**config.mk**
```make
export PLATFORM = sky130hd
export DESIGN_NAME = bcd_scan_counter
export DESIGN_NICKNAME = d
export VERILOG_FILES = /design/src/rtl/bcd_scan_counter.sv
export SDC_FILE = /design/constraint.sdc
export NUM_CORES = 1
export LEC_CHECK = 0
export ABC_AREA = 1
export BUFFER_PORTS_ARGS = -buffer_cell sky130_fd_sc_hd__buf_2
export CAP_MARGIN = 20
export CORE_MARGIN = 2
export CORE_UTILIZATION = 55
export DETAILED_ROUTE_END_ITERATION = 10
export HOLD_SLACK_MARGIN = 0.02
export PLACE_DENSITY = 0.76
export SLEW_MARGIN = 20
export SYNTH_ARGS = -nofsm -noshare
export SYNTH_HDL_FRONTEND = slang
export SYNTH_SLANG_ARGS = --single-unit
```
**constraint.sdc**
```tcl
create_clock -name clk -period 2.2 [get_ports clk]
set_clock_uncertainty 0.1 [all_clocks]
set_input_delay 0.44 -clock clk [delete_from_list [all_inputs] [get_ports clk]]
set_output_delay 0.44 -clock clk [all_outputs]
set_load 0.1 [all_outputs]
```
**src/rtl/bcd_scan_counter.sv**
```systemverilog
// bcd_scan_counter: up/down BCD counter with a multiplexed display scanner.
//
// Ports:
//   clk, rst_n        clock, asynchronous active-low reset
//   inc, dec, clr     count up, count down (both at once = hold), synchronous clear
//   a, b, c, d        BCD nibble of the digit being scanned (a = MSB)
//   an                active-low one-hot digit enable
//   value             full BCD count, digit 0 in bits [3:0]
//   wrap              one-cycle pulse after the count wraps in either direction
//
// Optional feature macro: LEADING_ZERO_BLANK_EN
//   When defined, a scanned digit above digit 0 that is zero and has only zero
//   digits above it drives {a,b,c,d} = 4'b1111, which the downstream decoder
//   shows as a dark digit. When undefined, {a,b,c,d} is always the digit value.
module bcd_scan_counter #(
  parameter int unsigned DIGITS   = 4,
  parameter int unsigned SCAN_DIV = 50000
) (
  input  logic                  clk,
  input  logic                  rst_n,
  input  logic                  inc,
  input  logic                  dec,
  input  logic                  clr,
  output logic                  a,
  output logic                  b,
  output logic                  c,
  output logic                  d,
  output logic [DIGITS-1:0]     an,
  output logic [4*DIGITS-1:0]   value,
  output logic                  wrap
);

  localparam int unsigned PRE_W = $clog2(SCAN_DIV);
  localparam int unsigned IDX_W = (DIGITS > 1) ? $clog2(DIGITS) : 1;
  localparam logic [PRE_W-1:0] PRE_LAST = PRE_W'(SCAN_DIV - 1);
  localparam logic [IDX_W-1:0] IDX_LAST = IDX_W'(DIGITS - 1);

  logic [DIGITS-1:0][3:0] count_q;
  logic [DIGITS-1:0][3:0] count_d;
  logic [PRE_W-1:0]       pre_q;
  logic [IDX_W-1:0]       idx_q;
  logic                   wrap_q;
  logic                   wrap_d;
  logic                   ripple;
  logic [3:0]             nibble;

  // Next count: ripple carry/borrow through the digits, wrap when it leaves the top.
  always_comb begin
    count_d = count_q;
    wrap_d  = 1'b0;
    ripple  = 1'b1;
    if (clr) begin
      count_d = '0;
    end else if (inc && !dec) begin
      for (int unsigned i = 0; i < DIGITS; i++) begin
        if (ripple) begin
          if (count_q[i] >= 4'd9) begin
            count_d[i] = 4'd0;
          end else begin
            count_d[i] = count_q[i] + 4'd1;
            ripple     = 1'b0;
          end
        end
      end
      wrap_d = ripple;
    end else if (dec && !inc) begin
      for (int unsigned i = 0; i < DIGITS; i++) begin
        if (ripple) begin
          if (count_q[i] == 4'd0) begin
            count_d[i] = 4'd9;
          end else begin
            count_d[i] = count_q[i] - 4'd1;
            ripple     = 1'b0;
          end
        end
      end
      wrap_d = ripple;
    end
  end

  // Count, wrap pulse, prescaler and scan index registers.
  always_ff @(posedge clk or negedge rst_n) begin
    if (!rst_n) begin
      count_q <= '0;
      wrap_q  <= 1'b0;
      pre_q   <= '0;
      idx_q   <= '0;
    end else begin
      count_q <= count_d;
      wrap_q  <= wrap_d;
      if (pre_q == PRE_LAST) begin
        pre_q <= '0;
        idx_q <= (idx_q == IDX_LAST) ? '0 : idx_q + IDX_W'(1);
      end else begin
        pre_q <= pre_q + PRE_W'(1);
      end
    end
  end

`ifdef LEADING_ZERO_BLANK_EN
  logic [DIGITS-1:0] upper_zero;
  logic              zero_run;

  // upper_zero[i]: digit i and every digit above it are zero.
  always_comb begin
    upper_zero = '0;
    zero_run   = 1'b1;
    for (int i = int'(DIGITS) - 1; i >= 0; i--) begin
      zero_run      = zero_run && (count_q[i] == 4'd0);
      upper_zero[i] = zero_run;
    end
  end

  // Digit 0 always shows, so a zero count still displays "0".
  always_comb begin
    nibble = count_q[idx_q];
    if ((idx_q != '0) && upper_zero[idx_q]) begin
      nibble = 4'hF;
    end
  end
`else
  always_comb begin
    nibble = count_q[idx_q];
  end
`endif

  // Display path is combinational from the registers so count changes show at once.
  assign {a, b, c, d} = nibble;
  assign an           = ~(DIGITS'(1) << idx_q);
  assign value        = count_q;
  assign wrap         = wrap_q;

endmodule

```
-- Yosys cells after proc, flatten, opt, wreduce, memory -nomap -nowiden
Cells that the tools add are included.
W data, S select, Z words.
- eq/ne operators: 5
- mux-type cells: 53
- reduce and logical (&&, ||, !) cells: 15
- shift-type cells: 1
- add/subtract/negate cells: 10
- bitwise gates (word level): 1
- magnitude comparators: 5
- operators with widths (cell ; count):
    $mux W16 ; 4
    $mux W4 ; 15
    $mux W1 ; 32
    $add A16 B1 Y16 const B ; 1
    $add A4 B1 Y4 const B ; 4
    $eq A16 B16 Y1 const B ; 1
    $ge A4 B4 Y1 const B ; 4
    $logic_not A4 Y1 ; 4
    $sub A4 B1 Y4 const B ; 4
    $reduce_bool A3 Y1 ; 4
    $ne A3 B2 Y1 const B ; 3
    $reduce_and A3 Y1 ; 3
    $bmux W4 S2 ; 1
    $not A4 Y4 ; 1
    $shl A1 B2 Y4 const A ; 1
    $lt A2 B3 Y1 const B ; 1
    $add A2 B1 Y2 const B ; 1
    $eq A2 B2 Y1 const B ; 1
    $logic_and A1 B1 Y1 ; 2
    $logic_not A1 Y1 ; 2
    $mux W2 ; 1
- input port bits: 5
- flip-flop bits (word level): 35

-- Longest topological paths before layout
Gate-level depths: netlist of the first run.
- depth after elaboration: 17
- mapped depth: 11
- mapped depth without buffers: 11

-- Least setup slack after synthesis of the first run
OpenSTA, ideal clock, no wires.
- kind: register -> output
- start: register count_q, in the netlist value[5]
- end: output port c
- required time: 1660 ps
- stages on the path, launching flop included: 5
- setup slack: -1264 ps
- data arrival time: 2924 ps
- path through: dfrtp_1 inv_1 o21ai_0 a21oi_1 a21oi_1
- cells in the longest elaborated chain, start to end: 2
- ends and longest elaborated chain (what ; RTL line ; RTL):
    start: declaration ; 38 ; logic [DIGITS-1:0][3:0] count_q;
    start signal: assignment ; 89 ; count_q <= count_d;
    $bmux W4 S2 ; 123 ; nibble = count_q[idx_q];
    $mux W4 (not written as such) ; 123 ;
    end: declaration ; 26 ; output logic c,
No other way between the ends. The select of a mux whose other input is x is not followed.

-- Worst setup path after layout of the first run
- start: register idx_q[0]
- end: output port a
- cells in the longest elaborated chain, start to end: 2
- ends and longest elaborated chain (what ; RTL line ; RTL):
    start: declaration ; 41 ; logic [IDX_W-1:0] idx_q;
    start signal: assignment ; 93 ; idx_q <= (idx_q == IDX_LAST) ? '0 : idx_q + IDX_W'(1);
    $bmux W4 S2 ; 123 ;
    $mux W4 (not written as such) ; 123 ;
    end: declaration ; 24 ; output logic a,
No other way between the ends. The select of a mux whose other input is x is not followed.

==> results of run 1 <==
==> power by group <==
| group | internal (mW) | total, mW | leakage, nW | switching (mW) |
|---|---|---|---|---|
| sequential | 0.791 | 1.04 | 0.436 | 0.245 |
| combinational | 0.565 | 2.32 | 1.06 | 1.76 |
| clock | 0.256 | 0.499 | 0.0474 | 0.244 |
| total | 1.61 | 3.86 | 1.54 | 2.25 |
==> metrics by stage <==
| stage | std cells | utilization [%] |
|---|---|---|
| floorplan | 361 | - |
| detailed placement | 439 | 66.7 |
| finish | 447 | 69.1 |
| global route | 447 | 69.1 |
| global placement | 439 | 66.7 |
| CTS | 447 | 68.9 |
==> how the worst max path moves through the flow <==
stage,start,end,cells after the start
floorplan,value[5]$_DFFE_PN0P_,c,4
global placement,pre_q[0]$_DFF_PN0_,idx_q[0]$_DFFE_PN0N_,7
detailed placement,pre_q[0]$_DFF_PN0_,idx_q[0]$_DFFE_PN0N_,7
CTS,idx_q[0]$_DFFE_PN0N_,a,5
global route,idx_q[0]$_DFFE_PN0N_,a,5
finish,idx_q[0]$_DFFE_PN0N_,a,5
==> synthesized netlist by cell type, types with 7 or more instances <==
cell / n / share of area [%]
nand2_1: 76 / 11
inv_1: 44 / 6.4
nand3_1: 43 / 8.3
dfrtp_1: 35 / 34
nor2_1: 32 / 4.6
o21ai_0: 22 / 4.3
ha_1: 18 / 8.7
xor2_1: 16 / 5.4
a21oi_1: 14 / 2.7
o21ai_1: 8 / 1.5
nand2_2: 7 / 1.7
==> registers in the layout (all words and copies together), names as in the netlist <==
signal / cells
idx_q: 2
value: 16
wrap: 1
pre_q: 16
==> cell families after synthesis <==
kind of cell | count (synthesis) | share of synthesized area [%]
AOI/OAI and AO/OA | 53 | 11.2
xor gates and xnor gates | 19 | 6.43
adders and majority gates | 18 | 8.70
buffers and inverters | 57 | 8.66
DFF | 35 | 33.8
and+or+nand+nor | 179 | 31.2
==> routing by layer <==
layer,wire length (um),part of all wire (%)
met4,42,0.72
met3,325,5.5
met1,2900,49
met5,0,0
met2,2600,44
==> worst max-delay path, stage by stage, from the launching register on <==
cell and delay (ns):
dfrtp_1 0.48, inv_2 0.13, o21ai_0 0.26, a21oi_1 0.11, a21oi_4 0.14, buf_12 0.18
==> area by class of cell <==
class / count / area share (%)
Multi-Input combinational cell: 269 / 50.1
Sequential cell: 35 / 29.3
Clock buffer: 6 / 2.69
Tap cell: 52 / 2.12
Clock inverter: 2 / 0.530
Inverter: 51 / 6.36
Timing Repair Buffer: 32 / 8.88
==> metrics.csv, run 1 <==
metric;value;unit
status;complete, no violations;
nFillCells;371;
setup-violations-final;0;
cts-root-buf;clkbuf_8;
final_common_cell;nand2_1;
antennaDiodeCount;0;
required;1.66;ns
cts_hold_buf;0;
io_pins;30;
nNetsFinal;417;
rsz0062_at_grt;false;
met1_usage;36.7;%
synthDistinctLibCells;29;
layout-drive-gt1-share;21.3;%
final.setup.tns;0;ns
hold_slack;0.0245;ns
start_util;58.2;%
avgSynthCellArea;7.17;sq um
layout_setup_ws;0.0742;ns
clk_path_buf_depth;2;
clk_pin_slew;0.08;ns
syn_inst;361;
grt_pass1_vias;2160;
final_antenna_net_count;0;
min_period_over_period;96.6;%
crit_arrival;1.59;ns
synth_ff_type;dfrtp_1;
num_vias;2426;
ff_latch_area;901;sq um
reg2reg_to;value[14]$_DFFE_PN0P_;
placed_cell_area;0.00296;sq mm
grt_util_met3;4.56;%
slew_viol_final;0;
area_growth;18.7;%
drt_iter0_markers;202;
fmax;470;MHz
dieWidth;72.6;um
viasPerCell;5.43;
p_leak;1.54;nW
grt_max_degree;26;
grt_pass1_wl;9990;um
synth_enable_flop_cells;0;
routabilityCongestion;0.914;
dp_hpwl;4540;um
hold_viol;0;
syn_nets;384;
synth-seq-cells;35;
grt_overflow;0;
cap_violations;0;
cts_resized;0;
multi_input_area;0.00154;sq mm
stdcell_area;0.00307;sq mm
drt_pass1_iterations;4;
grt_antenna_before_repair;0;
worst_pin_slew;0.539;ns
slew_headroom;64.1;%
power.total;3.86;mW
worstSkewPairLatency;0.29;ns
cts_setup_buffers;0;
cp-end-kind;output pin;
coreArea;0.00444;sq mm
peakVddDrop;0.000977;V
pre_cts_ws;0.279;ns
reg2reg_depth;9;
final_cell_mix;nand2_1, inv_1, nand3_1;
drc_errors;0;
rows;24;
worstPathMaxFanout;9;
ys.warnings.count;0;
top_usage_layer;met1;
reg2reg_slack;0.33;ns
io_buffers;29;
cts.sinks;35;
dieArea;0.00527;sq mm
criticalPathCategory;reg -> out;
ys_seq_area_share;33.8;%
synth_area;0.00259;sq mm
use_met2;35.8;%
h-tree-depth;2;
cts_tree;built;
cts_buffers;5;
async_flop_share;100;%
worstReg2RegStart;value[4]$_DFFE_PN0P_;
start_kind;register;
p_per_area;1260;mW/mm^2
grt_usage;24.2;%
wirelength;5860;um
layout_min_cycle_time;2.13;ns
hp-class;in -> async;
avgRoutedWirePerCell;13.1;um
fp.dieH;72.6;um
No activity file was read; power rests on OpenSTA's default activity.
==> inputs of run 2 (changes only) <==
--- a/config.mk
+++ b/config.mk
@@ -11,8 +11,9 @@
 export CORE_MARGIN = 2
 export CORE_UTILIZATION = 55
 export DETAILED_ROUTE_END_ITERATION = 10
-export HOLD_SLACK_MARGIN = 0.02
+export HOLD_SLACK_MARGIN = 0.06
 export PLACE_DENSITY = 0.76
+export RECOVER_POWER = 100
 export SLEW_MARGIN = 20
 export SYNTH_ARGS = -nofsm -noshare
 export SYNTH_HDL_FRONTEND = slang
==> metrics.csv, run 2 (synthesis results as in run 1) <==
metric;value;unit;change
area_growth;17.1;%;
start_util;58.2;%;unchanged
dp_hpwl;4540;um;unchanged
cts_tree;built;;
layout_min_cycle_time;2.12;ns;-0.00482 ns
final_cell_mix;nand2_1, inv_1, nand3_1;;
dp.cells;439;;unchanged
p_leak;1.52;nW;-1.4%
h-tree-depth;2;;unchanged
hp-start;clr;;
rows;24;;unchanged
worstPathMaxFanout;9;;unchanged
layout-drive-gt1-share;19.4;%;-1.8 points
cts-root-buf;clkbuf_8;;
clk_pin_slew;0.08;ns;about the same
setup-violations-final;0;;unchanged
grt_antenna_before_repair;0;;unchanged
cts_setup_buffers;0;;unchanged
layout_setup_ws;0.0790;ns;+0.00482 ns
reg2reg_to;value[9]$_DFFE_PN0P_;;
worstReg2RegStart;value[0]$_DFFE_PN0P_;;
drt_pass1_iterations;5;;+1
grt_max_degree;26;;unchanged
cts_buffers;5;;unchanged
reg2reg_depth;9;;unchanged
min_period_over_period;96.4;%;-0.22 points
grt_pass1_wl;9990;um;unchanged
io_pins;30;;unchanged
final_antenna_net_count;0;;unchanged
cts.sinks;35;;unchanged
cp-end-kind;output pin;;
fmax;471;MHz;+0.23%
hold_depth;2;;
ff_latch_area;900;sq um;-0.14%
worstSkewPairLatency;0.29;ns;about the same
drc_errors;0;;unchanged
p_switching;2.24;mW;-0.34%
criticalPathCategory;reg -> out;;
p_sw_share;58.4;%;+0.13 points
worst_pin_slew;0.546;ns;+0.00710 ns
nNetsFinal;418;;+0.24%
power.total;3.84;mW;-0.55%
pwr-share-comb;60.0;%;-0.2 points
fp.dieH;72.6;um;unchanged
grt_overflow;0;;unchanged
clk_path_buf_depth;2;;unchanged
start_kind;register;;
dieArea;0.00527;sq mm;unchanged
hp-class;in -> reg;;
dieWidth;72.6;um;unchanged
multi_input_area;0.00153;sq mm;-0.57%
grt_usage;24.2;%;unchanged
coreArea;0.00444;sq mm;unchanged
hold_viol;0;;unchanged
antennaDiodeCount;0;;unchanged
status;complete, no violations;;
p_per_area;1270;mW/mm^2;+0.80%
final_common_cell;nand2_1;;
slew_headroom;63.8;%;-0.32 points
num_vias;2461;;+1.4%
reg2reg_slack;0.21;ns;-0.12 ns
whs_endpoint;wrap$_DFF_PN0_;;
drt_iter0_markers;199;;-1.5%
peakVddDrop;0.000970;V;-0.70%
slew_viol_final;0;;unchanged
wirelength;5880;um;+0.24%
routabilityCongestion;0.914;;unchanged
avgRoutedWirePerCell;13.1;um;about the same
required;1.66;ns;about the same
internal_power;1.60;mW;-0.86%
cap_violations;0;;unchanged
seq_power_share;27.0;%;+0.2 points
io_buffers;29;;unchanged
nFillCells;382;;+3.0%
rsz0062_at_grt;false;;
viasPerCell;5.49;;+1.2%
final_cells;448;;+0.22%
power_frac_clock;13.0;%;about the same
grt_pass1_vias;2160;;unchanged
crit_arrival;1.58;ns;about the same
pre_cts_ws;0.279;ns;unchanged
run 2: power groups by stage:
stage | Clock [mW] | Sequential, mW | Combinational (mW)
2_1_floorplan | 0 | 1.80 | 1.09
3_3_place_gp | 0 | 1.04 | 2.29
3_5_place_dp | 0 | 1.04 | 2.30
4_1_cts | 0.510 | 1.03 | 2.31
5_1_grt | 0.538 | 1.07 | 2.48
6_report | 0.498 | 1.04 | 2.30
run 2: per-stage QoR:
stage,setup TNS [ns],hold WS [ns],instance area [sq um],utilization (%)
3_3_place_gp,0,0.349,2960,66.7
6_report,0,0.282,3030,68.2
5_1_grt,0,0.288,3030,68.2
4_1_cts,0,0.276,3070,69.1
3_5_place_dp,0,0.350,2960,66.7
2_1_floorplan,-0.0305,0.0444,2660,-
run 2: critical path: stages, from the launching register on:
cell	delay, ns
dfrtp_1	0.48
inv_2	0.12
o21ai_0	0.25
a21oi_1	0.11
a21oi_4	0.14
buf_12	0.18
run 2: final cells by class:
cell class	instances	share of cell area, %
flip-flops and latches	35	29.7
well taps	52	2.15
multi-input cells	269	50.5
repair buffers	33	7.97
clock inverters	2	0.537
inverters	51	6.44
clock buffers	6	2.73
run 2: worst max path at each step:
stage	from	endpoint
3_3_place_gp	pre_q[0]$_DFF_PN0_	idx_q[0]$_DFFE_PN0N_
5_1_grt	idx_q[0]$_DFFE_PN0N_	a
6_report	idx_q[0]$_DFFE_PN0N_	a
3_5_place_dp	pre_q[0]$_DFF_PN0_	idx_q[0]$_DFFE_PN0N_
2_1_floorplan	value[5]$_DFFE_PN0P_	c
4_1_cts	idx_q[0]$_DFFE_PN0N_	a
run 2: repair_timing:
| item | CTS | global route |
|---|---|---|
| resized for setup | 0 | 3 |
| hold buffers | 1 | 0 |
| setup endpoints to repair | 0 | 5 |
| hold endpoints to repair | 23 | 0 |
run 2: routing by layer:
layer | track usage, % | share of wire [%]
met1 | 36.7 | 48
met2 | 35.8 | 45
met3 | 4.56 | 5.6
met4 | 5.97 | 1.1
met5 | 0 | 0
